[src/rtl/instruction_fetch_unit.sv]
// rtl/instruction_fetch_unit.sv - instruction fetch with a 2-entry {pc, instruction} queue
module instruction_fetch_unit (
    input  logic        CLK,
    input  logic        RESET,
    input  logic        STALL,
    input  logic        BRANCH_TAKEN,
    input  logic [31:0] BRANCH_TARGET,
    output logic        IMEM_READ,
    output logic [31:0] IMEM_ADDRESS,
    input  logic [31:0] IMEM_READDATA,
    input  logic        IMEM_BUSYWAIT,
    output logic [31:0] PC_OUT,
    output logic [31:0] INSTRUCTION_OUT,
    output logic        BUSYWAIT
);

    typedef enum logic [1:0] {S_FETCH, S_HOLD, S_DISCARD} state_t;

    state_t      state_q, state_d;
    logic [31:0] pc_q, pc_d;
    logic [1:0]  count_q, count_d;
    logic [31:0] disc_addr_q, disc_addr_d;
    logic [31:0] head_pc_q, head_pc_d, head_instr_q, head_instr_d;
    logic [31:0] tail_pc_q, tail_pc_d, tail_instr_q, tail_instr_d;

    logic read_req, complete, enq, deq;

    always_comb begin
        state_d      = state_q;
        pc_d         = pc_q;
        count_d      = count_q;
        disc_addr_d  = disc_addr_q;
        head_pc_d    = head_pc_q;
        head_instr_d = head_instr_q;
        tail_pc_d    = tail_pc_q;
        tail_instr_d = tail_instr_q;

        read_req = (state_q == S_FETCH) || (state_q == S_DISCARD);
        complete = read_req && !IMEM_BUSYWAIT;
        deq      = (count_q != 2'd0) && !STALL && !BRANCH_TAKEN;
        enq      = (state_q == S_FETCH) && complete && !BRANCH_TAKEN;

        if (BRANCH_TAKEN) begin
            count_d = 2'd0;
            pc_d    = BRANCH_TARGET & 32'hFFFF_FFFC;
            // An unfinished read must still be waited out, but its data is dropped.
            if (state_q == S_FETCH && IMEM_BUSYWAIT) begin
                state_d     = S_DISCARD;
                disc_addr_d = pc_q;
            end else if (state_q == S_DISCARD && IMEM_BUSYWAIT) begin
                state_d = S_DISCARD;
            end else begin
                state_d = S_FETCH;
            end
        end else begin
            unique case ({enq, deq})
                2'b10: begin
                    if (count_q == 2'd0) begin
                        head_pc_d    = pc_q;
                        head_instr_d = IMEM_READDATA;
                    end else begin
                        tail_pc_d    = pc_q;
                        tail_instr_d = IMEM_READDATA;
                    end
                    count_d = count_q + 2'd1;
                end
                2'b01: begin
                    // Dequeuing the last entry leaves the head visible as the "last value".
                    if (count_q == 2'd2) begin
                        head_pc_d    = tail_pc_q;
                        head_instr_d = tail_instr_q;
                    end
                    count_d = count_q - 2'd1;
                end
                2'b11: begin
                    if (count_q == 2'd1) begin
                        head_pc_d    = pc_q;
                        head_instr_d = IMEM_READDATA;
                    end else begin
                        head_pc_d    = tail_pc_q;
                        head_instr_d = tail_instr_q;
                        tail_pc_d    = pc_q;
                        tail_instr_d = IMEM_READDATA;
                    end
                end
                default: ;
            endcase

            unique case (state_q)
                S_FETCH: begin
                    if (complete) begin
                        pc_d = pc_q + 32'd4;
                        if (count_d == 2'd2) state_d = S_HOLD;
                    end
                end
                S_HOLD: begin
                    if (deq) state_d = S_FETCH;
                end
                S_DISCARD: begin
                    if (complete) state_d = S_FETCH;
                end
                default: state_d = S_FETCH;
            endcase
        end
    end

    always_ff @(posedge CLK) begin
        if (RESET) begin
            state_q      <= S_FETCH;
            pc_q         <= 32'd0;
            count_q      <= 2'd0;
            disc_addr_q  <= 32'd0;
            head_pc_q    <= 32'hFFFF_FFFC;
            head_instr_q <= 32'd0;
            tail_pc_q    <= 32'd0;
            tail_instr_q <= 32'd0;
        end else begin
            state_q      <= state_d;
            pc_q         <= pc_d;
            count_q      <= count_d;
            disc_addr_q  <= disc_addr_d;
            head_pc_q    <= head_pc_d;
            head_instr_q <= head_instr_d;
            tail_pc_q    <= tail_pc_d;
            tail_instr_q <= tail_instr_d;
        end
    end

    assign IMEM_READ       = read_req && !RESET;
    assign IMEM_ADDRESS    = (state_q == S_DISCARD) ? disc_addr_q : pc_q;
    assign PC_OUT          = head_pc_q;
    assign INSTRUCTION_OUT = head_instr_q;
    assign BUSYWAIT        = (count_q == 2'd0);

endmodule

[config.mk]
export PLATFORM = sky130hd
export DESIGN_NAME = instruction_fetch_unit
export DESIGN_NICKNAME = d
export VERILOG_FILES = /design/src/rtl/instruction_fetch_unit.sv
export SDC_FILE = /design/constraint.sdc
export NUM_CORES = 1
export LEC_CHECK = 0
export ABC_CLOCK_PERIOD_IN_PS = 4700
export CAP_MARGIN = 30
export CORE_MARGIN = 1
export CORE_UTILIZATION = 55
export CTS_CLUSTER_DIAMETER = 60
export DETAILED_ROUTE_END_ITERATION = 10
export PLACE_DENSITY = 0.92
export SLEW_MARGIN = 20
export SYNTH_ARGS = -nofsm -noshare
export SYNTH_HDL_FRONTEND = slang
export SYNTH_SLANG_ARGS = --single-unit
[constraint.sdc]
create_clock -name CLK -period 4.7 [get_ports CLK]
set_input_delay 0.705 -clock CLK [delete_from_list [all_inputs] [get_ports CLK]]
set_output_delay 0.705 -clock CLK [all_outputs]
set_load 0.03 [all_outputs]
==> impl_metrics.yaml, run 1 <==
outcome:
  status: "finished clean"
timing:
  setup_violations: 0
  slew_violations: 0
  finalSetupTns_ps: 0
  min_period_ps: 3470
  max_freq_mhz: 288
  finalCritPeriodShare_pct: 73.8
  setup_ws_ps: 1230
  hold_violations: 0
  hold_slack_ps: 451
  grt_setup_unrepaired: "no"
  fin_skew_ps: 7.74
  relSlewSlack_pct: 35.2
  max_slew.worst_pin.slew_ps: 962
worst_hold_path:
  min_to: "disc_addr_q[8]"
  hp-class: "reg2reg"
  hold_path_depth: 2
  hold_start: "disc_addr_q[8]"
final_layout:
  stdcell_area_mm2: 0.0103
  antenna_cells: 0
  post-route-util_pct: 71.4
  finalNetCount: 1177
  layout.cells.non_filler: 1294
  drive_gt1_share_pct: 7.12
  area_growth_pct: 26.9
  fillCellCount: 1042
detailed_routing:
  routed_wl_um: 21900
  viasPerCell: 6.14
  wl_per_cell_um: 16.9
  antenna_left: 0
  drt-pass1-iter-count: 5
  drc: 0
  vias: 7950
  drtIter0Drc: 926
placement:
  dp_worst_setup_slack_ps: 897
  port_buffers: 160
  gp_congestion: 0.854
  placedCellCount: 1265
  placed_cell_area_mm2: 0.00978
  dp_hpwl_um: 13700
synthesis:
  synth_seq_area_share_pct: 46.2
  syn_avg_cell_area_um2: 8.12
  syn-cell-area_mm2: 0.00815
  syn_inst: 1004
  synth_top_area_cell: "dfxtp_1"
  synth_common_cells: "nand2_1, dfxtp_1, a21oi_1, clkbuf_1, nor2_1"
  synth-edff-count: 0
  synth_ff_type: "dfxtp_1"
  synth_top_area_share_pct: 46.2
  async_flop_share_pct: 0
  ys_warn_count: 0
  synth.distinct_cells: 47
  synth_most_common_cell: "nand2_1"
  ys_ff_latch: 188
  synth_area_leaders: "dfxtp_1, nand2_1, a221oi_1, a21oi_1, clkbuf_1"
clock_tree:
  cts_resized: 0
  ctsHoldBuffers: 0
  cts-root-buf: "clkbuf_16"
  cts.sink_count: 188
  post_cts_buffers: 0
  cts_htree_levels: 4
  max-clock-path-buffers: 2
  path_clk_slew_ps: 60
  numCtsBuffers: 17
  insertion_delay_ps: 430
  cts_tree: "done"
grt:
  antenna_found_initial: 0
  first_global_vias: 6901
  grt_pass1_wl_um: 34300
  grt_use_total_pct: 28.6
  grt_overflow: 0
  grt_max_degree: 70
critical_path:
  worst-path-max-fanout: 48
  reg2reg_slack_ps: 1360
  path_class: "in2reg"
  start_kind: "input pin"
  crit_required_ps: 4960
  reg2reg_depth: 11
  crit-reg2reg-launch: "count_q[0]"
  critical_path.endpoint_type: "register"
  reg2reg_to: "PC_OUT[15]"
  arrival_ps: 3730
power_and_ir_drop:
  max-vdd-ir-drop_uv: 252
  p_per_area_mw_per_mm2: 349
  leakage_nw: 3.55
  finalPower_mw: 3.61
floorplan:
  die_area_mm2: 0.0153
  initial_utilization_pct: 56.3
  die_x_um: 124
  pin_count: 167
  die_y_um: 124
  rows: 44
  core-area_mm2: 0.0145
run:
  max_cap_violations: 0
## registers in the layout, indices dropped and copies added (netlist names)
name	count
INSTRUCTION_OUT	32
count_q	2
PC_OUT	30
pc_q	30
tail_instr_q	32
state_q	2
disc_addr_q	30
tail_pc_q	30
## layout by cell type, fill, tap and decap left out, types with 3 or more instances in the layout
cell type	synthesis	final
a211oi_1	11	11
a21oi_1	95	95
a221oi_1	64	63
a311oi_1	15	15
and3_1	6	6
and4_1	5	5
buf_4	4	15
clkbuf_1	92	3
clkbuf_16	0	17
clkdlybuf4s50_1	0	159
clkinvlp_4	0	3
conb_1	1	4
dfxtp_1	188	188
ha_1	8	8
inv_1	12	12
mux2_2	28	28
nand2_1	205	204
nand3_1	9	9
nand4_1	9	9
nor2_1	90	89
nor2b_1	6	6
nor3_1	40	40
nor4_1	8	8
o21ai_0	41	41
o31ai_1	8	8
or3_1	8	8
or4_1	8	8
xnor2_1	8	8
## logic make-up (layout without fill, tap and decap cells)
group	after synthesis	in the layout	share of synthesized area [%]
and+or+nand+nor	401	401	21.3
AOI/OAI and AO/OA	252	252	20.6
DFF	188	188	46.2
buffers and inverters	115	218	5.54
muxes	29	29	3.99
xor gates and xnor gates	10	10	1.07
adders and majority gates	8	8	1.23
other	1	4	0.0460
## power by group
part	internal, mW	switching [mW]
combinational	0.217	0.281
sequential	1.66	0.0710
clock	0.800	0.578
## worst max-delay path by stage
stage / from / endpoint / slack [ps] / cells after the start
4_1_cts: BRANCH_TAKEN / PC_OUT[15] / 1320 / 10
2_1_floorplan: BRANCH_TAKEN / INSTRUCTION_OUT[10] / 1360 / 12
3_5_place_dp: BRANCH_TAKEN / PC_OUT[15] / 900 / 10
6_report: BRANCH_TAKEN / PC_OUT[15] / 1230 / 10
5_1_grt: BRANCH_TAKEN / PC_OUT[15] / 1180 / 10
3_3_place_gp: BRANCH_TAKEN / PC_OUT[14] / 1010 / 10
## cell type report
cell class / count / area [um^2] / area share [%]
Timing Repair Buffer: 177 / 1770 / 17.1
Tap cell: 184 / 230 / 2.23
Clock buffer: 22 / 464 / 4.49
Multi-Input combinational cell: 704 / 3970 / 38.4
Inverter: 12 / 45.0 / 0.436
Sequential cell: 188 / 3760 / 36.4
Clock inverter: 7 / 92.6 / 0.896
## worst max-delay path: stages
cell and delay (ps):
clkdlybuf4s50_1 650, nor3_1 230, buf_4 180, inv_1 70, ha_1 210, or3_1 370
a221o_2 500, buf_4 330, a221oi_1 320, o21ai_0 120
## per-layer routing
layer / vias up / part of all wire (%) / GRT usage (%)
met5: - / 0 / 0
met4: 0 / 2.2 / 10.8
met3: 52 / 8.7 / 4.81
met2: 426 / 47 / 45.2
met1: 3733 / 42 / 38.9
li1: 3739 / - / -
Note: power is estimated with default switching activity, not from simulation.
==> inputs of run 2 (changes only) <==
--- a/config.mk
+++ b/config.mk
@@ -5,13 +5,13 @@
 export SDC_FILE = /design/constraint.sdc
 export NUM_CORES = 1
 export LEC_CHECK = 0
-export ABC_CLOCK_PERIOD_IN_PS = 4700
+export ABC_CLOCK_PERIOD_IN_PS = 3390
 export CAP_MARGIN = 30
 export CORE_MARGIN = 1
-export CORE_UTILIZATION = 55
+export CORE_UTILIZATION = 51
 export CTS_CLUSTER_DIAMETER = 60
 export DETAILED_ROUTE_END_ITERATION = 10
-export PLACE_DENSITY = 0.92
+export PLACE_DENSITY = 0.86
 export SLEW_MARGIN = 20
 export SYNTH_ARGS = -nofsm -noshare
 export SYNTH_HDL_FRONTEND = slang
==> constraint.sdc (replaced) <==
create_clock -name CLK -period 3.39 [get_ports CLK]
set_input_delay 0.5085 -clock CLK [delete_from_list [all_inputs] [get_ports CLK]]
set_output_delay 0.5085 -clock CLK [all_outputs]
set_load 0.03 [all_outputs]
==> run 2 against run 1 <==
Against the previous run: total power up 40%; critical path depth down 5; global-route usage down 0.85 points; sequential share of layout area down 0.34 points.
==> impl_metrics.yaml, run 2 (synthesis results as in run 1) <==
outcome:
  status: "finished clean"
grt:
  grt-busiest-layer: "met2"
  globalRouteMet2Util_pct: 45.5
  grt_use_met3_pct: 4.66
  grt_use_total_pct: 27.7
  grt_overflow: 0
  grtUsageMet1_pct: 36.6
  grt_pass1_wl_um: 36400
  antenna_found_initial: 0
  grt_max_degree: 82
  first_global_vias: 7280
placement:
  placed_cell_area_mm2: 0.00986
  gp_congestion: 0.812
  port_buffers: 160
  dp_hpwl_um: 14600
critical_path:
  reg2reg_to: "PC_OUT[10]"
  start_kind: "register"
  critPathMaxStageDelay_ps: 600
  critical_path.endpoint_type: "output pin"
  crit_required_ps: 2880
  reg2reg_depth: 10
  worst-path-max-fanout: 22
  crit-reg2reg-launch: "count_q[0]"
  cp_slowest_cell: "clkdlybuf4s50_1"
  arrival_ps: 2520
  crit_chain: "inv_1 -> nor2_4 -> buf_12 -> mux2_2 -> clkdlybuf4s50_1"
  reg2reg_slack_ps: 460
  path_class: "reg2out"
detailed_routing:
  drtIter0Drc: 650
  routed_wl_um: 22600
  drc: 0
  wl_per_cell_um: 17.0
  viasPerCell: 5.93
  antenna_left: 0
  vias: 7872
  drt-pass1-iter-count: 6
power_and_ir_drop:
  max-vdd-ir-drop_uv: 381
  p_per_area_mw_per_mm2: 484
  p_switching_mw: 1.28
  p_sw_share_pct: 25.4
  leakage_nw: 3.58
  p_clk_share_pct: 38.8
  cellInternalPower_mw: 3.77
  p_seq_share_pct: 47.4
  share_comb_of_total_power_pct: 13.8
timing:
  hold_slack_ps: 384
  max_slew.worst_pin.slew_ps: 880
  relSlewSlack_pct: 41.2
  min_period_ps: 3030
  max_freq_mhz: 330
  hold_violations: 0
  fin_skew_ps: 8.08
  setup_violations: 0
  grt_setup_unrepaired: "no"
  slew_violations: 0
  finalSetupTns_ps: 0
  finalCritPeriodShare_pct: 89.5
final_layout:
  final_common_cell: "nand2_1"
  mostFrequentLayoutCells: "nand2_1, dfxtp_1, clkdlybuf4s50_1"
  drive_gt1_share_pct: 7.62
  finalNetCount: 1184
  stdcell_area_mm2: 0.0104
  area_growth_pct: 28.0
  fillCellCount: 1238
  antenna_cells: 0
clock_tree:
  cts_htree_levels: 4
  numCtsBuffers: 17
  max-clock-path-buffers: 2
  path_clk_slew_ps: 60
  cts_tree: "done"
  ctsHoldBuffers: 0
  cts.sink_count: 188
  insertion_delay_ps: 430
  post_cts_buffers: 0
  cts_resized: 0
  cts-root-buf: "clkbuf_16"
floorplan:
  die_y_um: 128
  die_x_um: 128
  pin_count: 167
  core-area_mm2: 0.0154
  initial_utilization_pct: 53.0
  die_area_mm2: 0.0165
  rows: 45
run:
  max_cap_violations: 0
worst_hold_path:
  hp-class: "in2reg"
  min_to: "state_q[1]"
  hold_path_depth: 4
  hold_start: "RESET"
run 2: worst max-delay path by stage:
stage                   from             endpoint  slack [ps]  cells after the start
6_report          state_q[1]     IMEM_ADDRESS[31]         360                      5
5_1_grt           state_q[1]     IMEM_ADDRESS[31]         250                      5
4_1_cts           state_q[1]     IMEM_ADDRESS[31]         350                      5
3_5_place_dp   IMEM_BUSYWAIT           PC_OUT[16]         250                     10
3_3_place_gp   IMEM_BUSYWAIT           PC_OUT[10]         330                     10
2_1_floorplan   BRANCH_TAKEN  INSTRUCTION_OUT[10]         250                     12
run 2: area by class of cell:
| class | instances | area [um^2] | area share [%] |
|---|---|---|---|
| Multi-Input combinational cell | 704 | 3980 | 38.1 |
| Clock inverter | 7 | 119 | 1.14 |
| Clock buffer | 21 | 450 | 4.32 |
| Timing Repair Buffer | 184 | 1820 | 17.4 |
| Tap cell | 211 | 264 | 2.53 |
| Sequential cell | 188 | 3760 | 36.1 |
| Inverter | 12 | 45.0 | 0.432 |
run 2: through the flow:
| step | setup slack [ps] | instances | util, % | power [mW] |
|---|---|---|---|---|
| floorplan | 246 | 1007 | - | 2.82 |
| global placement | 326 | 1299 | 64.2 | 3.11 |
| detailed placement | 249 | 1299 | 64.2 | 3.13 |
| CTS | 349 | 1327 | 67.9 | 5.07 |
| global route | 249 | 1327 | 67.9 | 5.23 |
| finish | 357 | 1327 | 67.9 | 5.05 |
run 2: per-layer routing:
metal,share of wire [%],vias up
li1,-,3751
met1,41,3734
met2,49,343
met3,7.8,44
met4,2.1,0
met5,0,-
run 2: critical path: cells and delay by family, from the launching register on:
family,cells,cell delay (ps)
buffers and inverters,3,970
AND/OR/NAND/NOR,1,360
multiplexers,1,380
flip-flops,1,390
run 2: power by group through the flow:
stage | clock network, mW | registers [mW] | logic, mW
floorplan | 0 | 2.47 | 0.350
global placement | 0 | 2.43 | 0.680
detailed placement | 0 | 2.44 | 0.692
CTS | 1.98 | 2.39 | 0.697
global route | 2.08 | 2.40 | 0.745
finish | 1.96 | 2.39 | 0.697
==> inputs of run 3 (changes only) <==
--- a/config.mk
+++ b/config.mk
@@ -8,10 +8,11 @@
 export ABC_CLOCK_PERIOD_IN_PS = 3390
 export CAP_MARGIN = 30
 export CORE_MARGIN = 1
-export CORE_UTILIZATION = 51
+export CORE_UTILIZATION = 53
+export CTS_BUF_LIST = sky130_fd_sc_hd__clkbuf_2
 export CTS_CLUSTER_DIAMETER = 60
 export DETAILED_ROUTE_END_ITERATION = 10
-export PLACE_DENSITY = 0.86
+export PLACE_DENSITY = 0.89
 export SLEW_MARGIN = 20
 export SYNTH_ARGS = -nofsm -noshare
 export SYNTH_HDL_FRONTEND = slang
==> run 3 against run 2 <==
Against the previous run: global-route usage rose by 0.37 points; combinational power barely moved; largest cell class unchanged; cell count fell by 1.4%.
==> impl_metrics.yaml, run 3 (synthesis results as in run 1) <==
critical_path:
  start_kind: "register"
  crit-reg2reg-launch: "count_q[0]"
  reg2reg_depth: 10
  cp.depth: 5
  reg2reg_to: "PC_OUT[18]"
  arrival_ps: 2730
  cp-endpoint: "IMEM_ADDRESS[2]"
  cp_top_family: "buffers and inverters"
  crit_required_ps: 2880
  worst-path-max-fanout: 25
  critPathMaxStageDelay_ps: 630
  reg2reg_slack_ps: 480
  path_class: "reg2out"
  critPathLaunch: "state_q[1]"
  crit_buf_inv: 3
  crit_chain: "inv_1 -> nor2_2 -> buf_6 -> mux2_2 -> clkdlybuf4s50_1"
  critical_path.endpoint_type: "output pin"
  cp_slowest_cell: "clkdlybuf4s50_1"
grt:
  grt_pass1_wl_um: 35900
  antenna_found_initial: 0
  grt_use_total_pct: 28.1
  first_global_vias: 7172
  grt_overflow: 0
  grt_max_degree: 61
timing:
  relSlewSlack_pct: 43.6
  setup_violations: 0
  hold_violations: 0
  min_period_ps: 3230
  grt_setup_unrepaired: "no"
  finalCritPeriodShare_pct: 95.4
  max_freq_mhz: 309
  finalSetupTns_ps: 0
  slew_violations: 0
  fin_skew_ps: 27.9
  max_slew.worst_pin.slew_ps: 844
detailed_routing:
  viasPerCell: 6.01
  wl_per_cell_um: 17.1
  drt-pass1-iter-count: 5
  drc: 0
  antenna_left: 0
  vias: 7868
  drtIter0Drc: 693
  routed_wl_um: 22400
final_layout:
  final_common_cell: "nand2_1"
  drive_gt1_share_pct: 8.27
  fillCellCount: 1192
  post-route-util_pct: 68.3
  antenna_cells: 0
  mostFrequentLayoutCells: "nand2_1, dfxtp_1, clkdlybuf4s50_1"
  area_growth_pct: 23.7
  finalNetCount: 1189
  stdcell_area_mm2: 0.0101
power_and_ir_drop:
  p_per_area_mw_per_mm2: 407
  finalPower_mw: 4.11
  max-vdd-ir-drop_uv: 205
  leakage_nw: 3.47
floorplan:
  initial_utilization_pct: 55.2
  core-area_mm2: 0.0148
  pin_count: 167
  rows: 44
  die_area_mm2: 0.0159
  die_y_um: 126
  die_x_um: 126
run:
  max_cap_violations: 0
clock_tree:
  cts.sink_count: 188
  insertion_delay_ps: 760
  max-clock-path-buffers: 2
  cts-root-buf: "clkbuf_2"
  cts_htree_levels: 4
  numCtsBuffers: 17
  cts_tree: "done"
  path_clk_slew_ps: 250
  post_cts_buffers: 0
placement:
  gp_congestion: 0.830
  port_buffers: 160
  placed_cell_area_mm2: 0.00988
  dp_hpwl_um: 14700
worst_hold_path:
  hp-class: "in2reg"
outcome:
  status: "finished clean"
==> run 3: cell types whose count changed in the layout (fill, tap and decap cells not counted), sizes merged <==
cell | previous run | this run
buf | 25 | 30
clkinv | 2 | 9
inv | 12 | 13
clkbuf | 21 | 19
bufinv | 3 | 1
==> run 3: per-layer routing <==
| layer | global-route usage, % | wire [um] | vias to the layer above |
|---|---|---|---|
| met2 | 46.7 | 10800 | 373 |
| met3 | 4.76 | 1660 | 38 |
| met1 | 36.6 | 9390 | 3700 |
| met4 | 10.6 | 468 | 0 |
| met5 | 0 | 0 | - |
| li1 | - | - | 3757 |
==> run 3: worst min path at each step <==
stage	from	endpoint	slack (ps)	cells past startpoint
2_1_floorplan	disc_addr_q[11]	disc_addr_q[11]	430	2
3_3_place_gp	disc_addr_q[5]	disc_addr_q[5]	440	2
3_5_place_dp	disc_addr_q[2]	disc_addr_q[2]	450	2
4_1_cts	RESET	tail_pc_q[26]	120	2
5_1_grt	RESET	disc_addr_q[27]	130	2
6_report	RESET	tail_pc_q[26]	170	2
==> run 3: layout make-up <==
class / instances / area [um^2] / area share, %
sequential: 188 / 3760 / 37.3
clock inverter: 13 / 101 / 1.01
tap: 184 / 230 / 2.28
inverter: 12 / 45.0 / 0.447
multi-input combinational: 704 / 3970 / 39.4
clock buffer: 19 / 95.1 / 0.943
timing repair buffer: 189 / 1880 / 18.6
==> run 3: per-stage QoR <==
| stage | instances | worst slack [ps] | hold WS, ps |
|---|---|---|---|
| after global routing | 1309 | 36.4 | 133 |
| after detailed placement | 1277 | 210 | 445 |
| after floorplan | 1007 | 246 | 433 |
| after CTS | 1309 | 71.7 | 124 |
| final | 1309 | 156 | 172 |
| after global placement | 1276 | 293 | 438 |
==> run 3: power breakdown <==
| part | internal (mW) | switching (mW) | leakage [nW] |
|---|---|---|---|
| Sequential | 2.31 | 0.0902 | 1.53 |
| Clock | 0.261 | 0.747 | 0.124 |
| Combinational | 0.306 | 0.393 | 1.81 |
| Total | 2.88 | 1.23 | 3.47 |
==> run 3: timing repair <==
item                       4_1_cts  5_1_grt
resized for setup                0        1
hold buffers                     0        0
setup endpoints to repair        0       20
